==> config.mk <==
export PLATFORM = sky130hd
export DESIGN_NAME = bus_arbiter_rr
export DESIGN_NICKNAME = d
export VERILOG_FILES = /design/src/rtl/bus_arb_pkg.sv /design/src/rtl/rr_priority_picker.sv /design/src/rtl/bus_arbiter_rr.sv
export SDC_FILE = /design/constraint.sdc
export NUM_CORES = 1
export LEC_CHECK = 0
export CAP_MARGIN = 20
export CORE_MARGIN = 8
export CORE_UTILIZATION = 50
export DETAILED_ROUTE_END_ITERATION = 8
export GPL_TIMING_DRIVEN = 0
export PLACE_DENSITY = 0.85
export SETUP_SLACK_MARGIN = 0.4
export SYNTH_ARGS = -nofsm -noshare
export SYNTH_HDL_FRONTEND = slang
export SYNTH_SLANG_ARGS = --single-unit
export TNS_END_PERCENT = 20
==> constraint.sdc <==
create_clock -name clock -period 2 [get_ports clock]
set_input_delay 0.5 -clock clock [delete_from_list [all_inputs] [get_ports clock]]
set_output_delay 0.5 -clock clock [all_outputs]
set_load 0.05 [all_outputs]
==> src/rtl/bus_arb_pkg.sv <==
`default_nettype none
// ============================================================================
// Module      : bus_arb_pkg
// Description : Shared types and sizing helpers for the round-robin bus arbiter.
// Revision    : 1.0 - initial release
// ============================================================================
package bus_arb_pkg;

    typedef enum logic [1:0] {
        ST_IDLE    = 2'd0,
        ST_GRANTED = 2'd1,
        ST_BUSY    = 2'd2,
        ST_RELEASE = 2'd3
    } arb_state_e;

    localparam int c_default_num_masters     = 4;
    localparam int c_default_watchdog_cycles = 1024;

    // The counter only has to reach WATCHDOG_CYCLES-1; keep at least one bit.
    function automatic int wd_cnt_width(input int cycles);
        return (cycles > 1) ? $clog2(cycles) : 1;
    endfunction

endpackage : bus_arb_pkg
`default_nettype wire

==> src/rtl/rr_priority_picker.sv <==
`default_nettype none
// ============================================================================
// Module      : rr_priority_picker
// Description : Combinational round-robin pick: first set request bit at or
//               after the pointer, wrapping modulo NUM_MASTERS.
// Revision    : 1.0 - initial release
// ============================================================================
module rr_priority_picker
    import bus_arb_pkg::*;
#(
    parameter int NUM_MASTERS = c_default_num_masters,
    parameter int IDX_W       = $clog2(NUM_MASTERS)
) (
    input  logic [NUM_MASTERS-1:0] i_request,
    input  logic [IDX_W-1:0]       i_pointer,
    output logic                   o_found,
    output logic [IDX_W-1:0]       o_index
);

    logic [2*NUM_MASTERS-1:0] w_doubled;
    logic [NUM_MASTERS-1:0]   w_rotated;
    logic [IDX_W-1:0]         w_offset;
    logic [IDX_W:0]           w_sum;

    // Rotating the doubled vector puts the pointer position at bit 0.
    assign w_doubled = {i_request, i_request} >> i_pointer;
    assign w_rotated = w_doubled[NUM_MASTERS-1:0];

    always_comb begin
        o_found  = 1'b0;
        w_offset = '0;
        for (int i = NUM_MASTERS - 1; i >= 0; i--) begin
            if (w_rotated[i]) begin
                o_found  = 1'b1;
                w_offset = IDX_W'(i);
            end
        end
    end

    assign w_sum   = {1'b0, i_pointer} + {1'b0, w_offset};
    assign o_index = (w_sum >= (IDX_W+1)'(NUM_MASTERS))
                   ? IDX_W'(w_sum - (IDX_W+1)'(NUM_MASTERS))
                   : w_sum[IDX_W-1:0];

endmodule : rr_priority_picker
`default_nettype wire

==> src/rtl/bus_arbiter_rr.sv <==
`default_nettype none
// ============================================================================
// Module      : bus_arbiter_rr
// Description : Round-robin arbiter holding a one-hot grant across a framed
//               bus transaction. Optional watchdog: BUS_ARB_WATCHDOG_EN.
// Revision    : 1.0 - initial release
// ============================================================================
module bus_arbiter_rr
    import bus_arb_pkg::*;
#(
    parameter int NUM_MASTERS     = c_default_num_masters,
    parameter int WATCHDOG_CYCLES = c_default_watchdog_cycles
) (
    input  logic                           clock,
    input  logic                           n_reset,
    input  logic [NUM_MASTERS-1:0]         request,
    output logic [NUM_MASTERS-1:0]         grant,
    output logic [$clog2(NUM_MASTERS)-1:0] grant_id,
    input  logic                           begin_transactionIN,
    input  logic                           end_transactionIN,
    input  logic                           errorIN,
    output logic                           bus_busy,
    output logic                           watchdog_errorOUT
);

    localparam int c_idx_w = $clog2(NUM_MASTERS);

    arb_state_e              r_state_q,    w_state_d;
    logic [NUM_MASTERS-1:0]  r_grant_q,    w_grant_d;
    logic [c_idx_w-1:0]      r_grant_id_q, w_grant_id_d;
    logic [c_idx_w-1:0]      r_ptr_q,      w_ptr_d;
    logic                    r_busy_q,     w_busy_d;

    logic                    w_pick_found;
    logic [c_idx_w-1:0]      w_pick_idx;
    logic [NUM_MASTERS-1:0]  w_onehot;
    logic [c_idx_w-1:0]      w_ptr_next;
    logic                    w_release_evt;
    logic                    w_wd_fire;

    rr_priority_picker #(
        .NUM_MASTERS (NUM_MASTERS),
        .IDX_W       (c_idx_w)
    ) u_picker (
        .i_request (request),
        .i_pointer (r_ptr_q),
        .o_found   (w_pick_found),
        .o_index   (w_pick_idx)
    );

    assign w_onehot   = {{(NUM_MASTERS-1){1'b0}}, 1'b1} << w_pick_idx;
    assign w_ptr_next = (r_grant_id_q == c_idx_w'(NUM_MASTERS - 1))
                      ? '0 : r_grant_id_q + c_idx_w'(1);

    // Begin wins over a simultaneous request drop; begin+end is a complete transfer.
    always_comb begin
        w_release_evt = 1'b0;
        case (r_state_q)
            ST_GRANTED: w_release_evt = begin_transactionIN ? end_transactionIN
                                                            : !request[r_grant_id_q];
            ST_BUSY:    w_release_evt = end_transactionIN || errorIN;
            default:    w_release_evt = 1'b0;
        endcase
    end

`ifdef BUS_ARB_WATCHDOG_EN
    localparam int c_wd_w = wd_cnt_width(WATCHDOG_CYCLES);

    logic [c_wd_w-1:0] r_wd_cnt_q, w_wd_cnt_d;
    logic              r_wd_err_q, w_wd_err_d;
    logic              w_wd_expire;

    assign w_wd_expire = ((r_state_q == ST_GRANTED) || (r_state_q == ST_BUSY))
                      && (r_wd_cnt_q == c_wd_w'(WATCHDOG_CYCLES - 1));
    assign w_wd_fire   = w_wd_expire && !w_release_evt;

    // Counter sits at zero outside an open grant, so entering GRANTED starts from 0.
    always_comb begin
        w_wd_cnt_d = '0;
        if ((r_state_q == ST_GRANTED) || (r_state_q == ST_BUSY)) begin
            w_wd_cnt_d = r_wd_cnt_q + c_wd_w'(1);
        end
        w_wd_err_d = w_wd_fire;
    end

    always_ff @(posedge clock or negedge n_reset) begin
        if (!n_reset) begin
            r_wd_cnt_q <= '0;
            r_wd_err_q <= 1'b0;
        end else begin
            r_wd_cnt_q <= w_wd_cnt_d;
            r_wd_err_q <= w_wd_err_d;
        end
    end

    assign watchdog_errorOUT = r_wd_err_q;
`else
    logic w_unused_wd_cfg;

    assign w_unused_wd_cfg   = (WATCHDOG_CYCLES > 0);
    assign w_wd_fire         = 1'b0;
    assign watchdog_errorOUT = 1'b0;
`endif

    always_comb begin
        w_state_d    = r_state_q;
        w_grant_d    = r_grant_q;
        w_grant_id_d = r_grant_id_q;
        w_ptr_d      = r_ptr_q;
        case (r_state_q)
            ST_IDLE: begin
                if (w_pick_found) begin
                    w_state_d    = ST_GRANTED;
                    w_grant_d    = w_onehot;
                    w_grant_id_d = w_pick_idx;
                end
            end
            ST_GRANTED: begin
                if (w_release_evt || w_wd_fire) begin
                    w_state_d = ST_RELEASE;
                    w_grant_d = '0;
                end else if (begin_transactionIN) begin
                    w_state_d = ST_BUSY;
                end
            end
            ST_BUSY: begin
                if (w_release_evt || w_wd_fire) begin
                    w_state_d = ST_RELEASE;
                    w_grant_d = '0;
                end
            end
            ST_RELEASE: begin
                w_state_d = ST_IDLE;
                w_grant_d = '0;
                w_ptr_d   = w_ptr_next;
            end
            default: begin
                w_state_d = ST_IDLE;
                w_grant_d = '0;
            end
        endcase
        w_busy_d = (w_state_d == ST_GRANTED) || (w_state_d == ST_BUSY);
    end

    always_ff @(posedge clock or negedge n_reset) begin
        if (!n_reset) begin
            r_state_q    <= ST_IDLE;
            r_grant_q    <= '0;
            r_grant_id_q <= '0;
            r_ptr_q      <= '0;
            r_busy_q     <= 1'b0;
        end else begin
            r_state_q    <= w_state_d;
            r_grant_q    <= w_grant_d;
            r_grant_id_q <= w_grant_id_d;
            r_ptr_q      <= w_ptr_d;
            r_busy_q     <= w_busy_d;
        end
    end

    assign grant    = r_grant_q;
    assign grant_id = r_grant_id_q;
    assign bus_busy = r_busy_q;

endmodule : bus_arbiter_rr
`default_nettype wire

After elaboration in Yosys (flattened, before gate mapping)

Cells that the tools add are included.

Reduce and logical (&&, ||, !) cells: 7
Muxes and demuxes: 22
Add/sub/neg operators: 3
Order comparisons: 2
Equality and inequality tests: 8
Shift operators: 2

Operators with widths:

| cell                                                       | number |
|---|---|
| 2-to-1 mux 2 bit                                           | 10 |
| one-hot mux 4 bit (3 select lines)                         | 1 |
| equality test 2 bit, second input constant                 | 4 |
| 2-to-1 mux 4 bit                                           | 2 |
| one-hot mux 2 bit (4 select lines)                         | 1 |
| >> shifter 8 x 2 -> 4 bit                                  | 1 |
| 2-to-1 mux 1 bit                                           | 6 |
| equality test 2 x 1 -> 1 bit, second input constant        | 2 |
| inequality test 2 x 1 -> 1 bit, second input constant      | 2 |
| AND reduction 2 bit                                        | 2 |
| left shift 1 x 2 -> 4 bit, first input constant            | 1 |
| adder 2 x 2 -> 3 bit                                       | 1 |
| greater-or-equal comparator 3 bit, second input constant   | 1 |
| less-than comparator 2 x 3 -> 1 bit, second input constant | 1 |
| adder 2 x 1 -> 2 bit, second input constant                | 1 |
| binary-select mux 1 bit (select 2 bit)                     | 1 |
| logical NOT 2 bit                                          | 1 |
| logical OR 1 bit                                           | 2 |
| one-hot mux 1 bit (2 select lines)                         | 1 |
| OR reduction 2 bit                                         | 1 |
| subtractor 2 x 1 -> 2 bit, second input constant           | 1 |
| logical NOT 1 bit                                          | 1 |

Flip-flop bits (word level): 11
Logic and storage cells: 49
Input bits: 9
Output and inout port bits: 8

Longest topological paths before layout

Depth after elaboration: 11
Mapped depth: 8
Depth with buffers taken out: 8

Hierarchy

From an unflattened synthesis, not the netlist that was laid out.

Cell total of the unflattened synthesis: 94
Area total of the unflattened synthesis: 918.4 um^2

By module, submodules not included:

| module             | cells each | instances | area each (um^2) | seq. area each (um^2) |
|---|---|---|---|---|
| bus_arbiter_rr     | 71         | 1         | 738.2            | 275.3 |
| rr_priority_picker | 23         | 1         | 180.2            | 0.0 |

Least setup slack after synthesis

No wires, ideal clock.

Path type: input to register
Start: input request[2]
End: register r_grant_q[0], in the netlist grant[0]
Data required time: 1.879 ns
Setup time: 0.121 ns
Stages: 7
Buffers on the path: 1
Data arrival time: 1.870 ns
Path slack: 0.009 ns
Path through: buf_6 > o311a_2 > o21ai_0 > ha_1 > xor2_1 > xnor2_1 > a22o_1

Cells in the longest elaborated chain, start to end: 11
Elaborated cells on any way between the ends: 24
Those cells by class: add/sub (2); order compare (1); eq/ne (2); shift (2); mux (15); reduce/logical (2)

Ends and longest elaborated chain:

| element                                                                               | RTL line                                           | RTL |
|---|---|---|
| start: declaration                                                                    | bus_arbiter_rr.sv:16                               | `input logic [NUM_MASTERS-1:0] request,` |
| >> shifter 8 x 2 -> 4 bit                                                             | rr_priority_picker.sv:26                           | `assign w_doubled = {i_request, i_request} >> i_pointer;` |
| 2-to-1 mux 2 bit (4 in series)                                                        | rr_priority_picker.sv:33                           | `if (w_rotated[i]) begin` |
| adder 2 x 2 -> 3 bit                                                                  | rr_priority_picker.sv:40                           | `assign w_sum = {1'b0, i_pointer} + {1'b0, w_offset};` |
| greater-or-equal comparator 3 bit / subtractor 2 x 1 -> 2 bit (equally long branches) | rr_priority_picker.sv:41, rr_priority_picker.sv:42 |  |
| 2-to-1 mux 2 bit                                                                      | rr_priority_picker.sv:42                           | `? IDX_W'(w_sum - (IDX_W+1)'(NUM_MASTERS))` |
| left shift 1 x 2 -> 4 bit                                                             | bus_arbiter_rr.sv:51                               | `assign w_onehot = {{(NUM_MASTERS-1){1'b0}}, 1'b1} << w_pick_idx;` |
| 2-to-1 mux 4 bit                                                                      | bus_arbiter_rr.sv:112                              | `if (w_pick_found) begin` |
| one-hot mux 4 bit (3 select lines)                                                    | bus_arbiter_rr.sv:110                              | `case (r_state_q)` |
| end signal: assignment                                                                | bus_arbiter_rr.sv:154                              | `r_grant_q <= w_grant_d;` |
| end: declaration                                                                      | bus_arbiter_rr.sv:29                               | `logic [NUM_MASTERS-1:0] r_grant_q, w_grant_d;` |

Several ways; a longest one is shown, not always the timed one. The select of a mux whose other input is x is not followed.
A chain may end at the register's enable or synchronous reset.

Worst setup path in the final report

Start: register r_ptr_q[0]
End: register r_grant_q[0], in the netlist grant[0]

Cells in the longest elaborated chain, start to end: 11
Elaborated cells on any way between the ends: 18
Those cells by class: add/sub (2); order compare (1); eq/ne (1); shift (2); mux (11); reduce/logical (1)

Ends and longest elaborated chain:

| element                                                                               | RTL line                                           | RTL |
|---|---|---|
| start: declaration                                                                    | bus_arbiter_rr.sv:31                               | `logic [c_idx_w-1:0] r_ptr_q, w_ptr_d;` |
| start signal: assignment                                                              | bus_arbiter_rr.sv:156                              | `r_ptr_q <= w_ptr_d;` |
| >> shifter 8 x 2 -> 4 bit                                                             | rr_priority_picker.sv:26                           |  |
| 2-to-1 mux 2 bit (4 in series)                                                        | rr_priority_picker.sv:33                           |  |
| adder 2 x 2 -> 3 bit                                                                  | rr_priority_picker.sv:40                           |  |
| greater-or-equal comparator 3 bit / subtractor 2 x 1 -> 2 bit (equally long branches) | rr_priority_picker.sv:41, rr_priority_picker.sv:42 |  |
| 2-to-1 mux 2 bit                                                                      | rr_priority_picker.sv:42                           |  |
| left shift 1 x 2 -> 4 bit                                                             | bus_arbiter_rr.sv:51                               |  |
| 2-to-1 mux 4 bit                                                                      | bus_arbiter_rr.sv:112                              |  |
| one-hot mux 4 bit (3 select lines)                                                    | bus_arbiter_rr.sv:110                              |  |

Several ways; a longest one is shown, not always the timed one. The select of a mux whose other input is x is not followed.

==> reports/results.ini <==
[critical_path]
worstSetupStartpointType=flop
crit_type=flop to flop
crit_chain=buf_6 -> nor2b_4 -> a221oi_4 -> o21ai_4 -> ha_4 -> xor2_4 -> xnor2_2 -> a22o_1
critPathRequiredTime_ps=2150
cp-end-kind=flop
path_max_fanout=8
critical_path.max_stage_delay_ps=420
arrival_time_reported_for_the_critical_path_endpoint_ps=2050
slowest_stage=sky130_fd_sc_hd__dfrtp_1

[routing]
routed_wl_mm=2.33
ant_nets=0
via_count=786
drc=0
first_pass_iters=4
routed_via_density=5.38
wl_per_cell_um=15.9
first_iter_violations=7

[logic_synthesis]
net_count_after_synthesis=112
postSynth.asyncResetShare=1.00
yosys.cell_count.top_type=sky130_fd_sc_hd__dfrtp_1
post_synth_num_cell_types=42
syn-instance-count=95
avgSynthCellArea_sq_um=10.2
syn_area_sq_um=967
synthTopCellsByArea=sky130_fd_sc_hd__dfrtp_1 28%, sky130_fd_sc_hd__ha_1 10%, sky130_fd_sc_hd__mux2_2 4.7%
synth_largest_area_cell=sky130_fd_sc_hd__dfrtp_1
postSynth.topFlopCell=sky130_fd_sc_hd__dfrtp_1
synth_edf_count=0
yosysTopAreaCellShare=0.285
ys_warn_count=0
yosys_register_bits=11
ys_top_cells_by_count=11 x sky130_fd_sc_hd__dfrtp_1, 8 x sky130_fd_sc_hd__ha_1, 8 x sky130_fd_sc_hd__nand2_1, 7 x sky130_fd_sc_hd__nor2_1
synth_sequential_area_ratio=0.285

[floorplanning]
ios=17
fp-row-count=16
die_x_um=60.0
core_area_sq_um=1900
dieArea_sq_um=3600
initial_utilization=0.509
die_h_um=60.0

[sta]
postLayoutSetupSlackWorst_ps=106
timing.slew.headroom=0.661
final-hold-violation-count=0
grt_setup_unrepaired=true
finalCritPeriodShare=0.947
fin_hold_ws_ps=512
period_needed_ps=1890
tightest_slew_ps=511
achievable-frequency_mhz=528
worst_clock_skew_ps=4.40
report.final.slew_viol_count=0
report.final.setup_viol=0

[cts]
clk_pin_slew_ps=60
clockRootBuffer=sky130_fd_sc_hd__clkbuf_4
clock_tree_from_tritoncts=done
clock_tree.buffer_depth=2
numClockSinks=11
clock_tree.htree_level_count=1
cts_buffers=3
hold_buffers=0
worst_skew_pair.late_latency_ps=260

[placed_design]
port_buffers=13
placed_area_sq_um=1200
place_ws_ps=-561
finalWeightedCongestion=0.764
dpl.hpwl_mm=1.65

[final_layout]
number_of_diodes_added_for_antenna_fixing=0
area.growth.synth_to_final_pct=41.5
utilization=0.720
post_route_cells_drive_above_1_share=0.462
fin_area_sq_um=1370
nNetsFinal=137

[grt]
grt_start_max_net_pins=12
grt_antenna_before_repair=0
first_pass_grt_wire_length_mm=3.65
globalRouteTotalUtil=0.133
grt_total_ovfl=0
vias_in_the_first_global_route=775

[hold_path]
worstHoldPathType=flop to flop

[run]
maxCapViolations=0

[pwr]
p_per_area_nw_per_um2=1740
leakagePower_nw=0.602
max-vdd-ir-drop_v=0.000957

[run_status]
outcome=complete, no violations

[worst paths after layout]
check | startpoint | endpoint | slack (ps) | cells past startpoint
hold / removal | grant[1] | grant[1] | 510 | 1
max in group asynchronous | n_reset | grant_id[1] | 1070 | 1
setup / recovery | r_ptr_q[0] | grant[0] | 110 | 8
hold reg to reg | grant[1] | grant[1] | 510 | 1
setup reg to reg | r_ptr_q[0] | grant[0] | 110 | 8
min in group asynchronous | n_reset | grant_id[0] | 560 | 1
[critical path, delay by kind of cell (launching register included)]
family / cells / cell delay, ps
compound gates: 3 / 560
buf+inv: 1 / 160
simple gates: 1 / 130
fa+ha+maj: 1 / 180
xor+xnor: 2 / 330
flops: 1 / 420
[flip-flops by register name, summed over array words and instances, names as in the netlist]
register / cells
grant_id: 2
grant: 4
r_state_q: 2
r_ptr_q: 2
bus_busy: 1
[cells in the final DEF, fill, tap and decap left out, types with 2 or more instances in the layout]
cell	n
sky130_fd_sc_hd__dfrtp_1	9
sky130_fd_sc_hd__nand2_1	8
sky130_fd_sc_hd__buf_4	8
sky130_fd_sc_hd__dlygate4sd2_1	7
sky130_fd_sc_hd__nor2_1	6
sky130_fd_sc_hd__mux2_2	4
sky130_fd_sc_hd__a22o_1	4
sky130_fd_sc_hd__ha_2	3
sky130_fd_sc_hd__ha_1	3
sky130_fd_sc_hd__clkbuf_4	3
sky130_fd_sc_hd__inv_2	2
sky130_fd_sc_hd__buf_6	2
sky130_fd_sc_hd__nor4_2	2
sky130_fd_sc_hd__mux2i_1	2
sky130_fd_sc_hd__o311a_4	2
sky130_fd_sc_hd__o211ai_1	2
sky130_fd_sc_hd__a21oi_1	2
sky130_fd_sc_hd__and2_1	2
sky130_fd_sc_hd__nand3_1	2
sky130_fd_sc_hd__inv_1	2
sky130_fd_sc_hd__buf_2	2
sky130_fd_sc_hd__nor2_2	2
sky130_fd_sc_hd__o21ai_1	2
sky130_fd_sc_hd__ha_4	2
sky130_fd_sc_hd__dfrtp_2	2
sky130_fd_sc_hd__dlymetal6s2s_1	2
sky130_fd_sc_hd__clkdlybuf4s50_1	2
[metal layers]
| metal | up-vias | wire length [um] | share of wire | global-route usage |
|---|---|---|---|---|
| met4 | 0 | 0 | 0 | 0.0306 |
| met3 | 0 | 39 | 0.017 | 0.0280 |
| met1 | 382 | 946 | 0.41 | 0.146 |
| met2 | 11 | 1340 | 0.58 | 0.251 |
| met5 | - | 0 | 0 | 0 |
| li1 | 393 | - | - | - |
[report_power, final]
group / total, mW / switching (mW) / leakage (nW) / internal, mW
logic: 1.82 / 0.969 / 0.451 / 0.856
clock network: 0.148 / 0.0710 / 0.0150 / 0.0771
registers: 0.403 / 0.0808 / 0.136 / 0.322
[stage by stage]
step                      power (mW)  TNS, ps  cells
after global placement          1.83    -3350    135
after global routing            2.54        0    146
after detailed placement        1.89    -3410    135
after CTS                       2.15        0    142
final                           2.38        0    146
after floorplan                 1.57        0     95
[timing repair]
| action | 4_1_cts | 5_1_grt |
|---|---|---|
| resized for setup | 21 | 17 |
| setup buffers | 3 | 4 |
| cloned | 0 | 0 |
| pin swaps | 7 | 3 |
| setup endpoints to repair | 16 | 16 |
[kinds of logic (layout without fill, tap and decap cells)]
family                   Yosys count  after routing  share of synthesized area
other                              1              1                    0.00388
flip-flops                        11             11                      0.285
adder cells (fa/ha/maj)            8              8                      0.103
buffers and inverters              9             33                     0.0556
AND/OR/NAND/NOR                   32             32                      0.194
XOR/XNOR                           3              3                     0.0272
multiplexers                       7              7                     0.0828
AO/OA/AOI/OAI                     24             24                      0.248
[area by class of cell]
class / instances / area, sq um
buffer: 5 / 55.1
clock buffer: 4 / 26.3
fill: 142 / 533
inverter: 4 / 15.0
multi-input combinational: 75 / 786
sequential: 11 / 278
tap: 27 / 33.8
timing repair buffer: 20 / 175
Power figures use the tool's default switching activity.
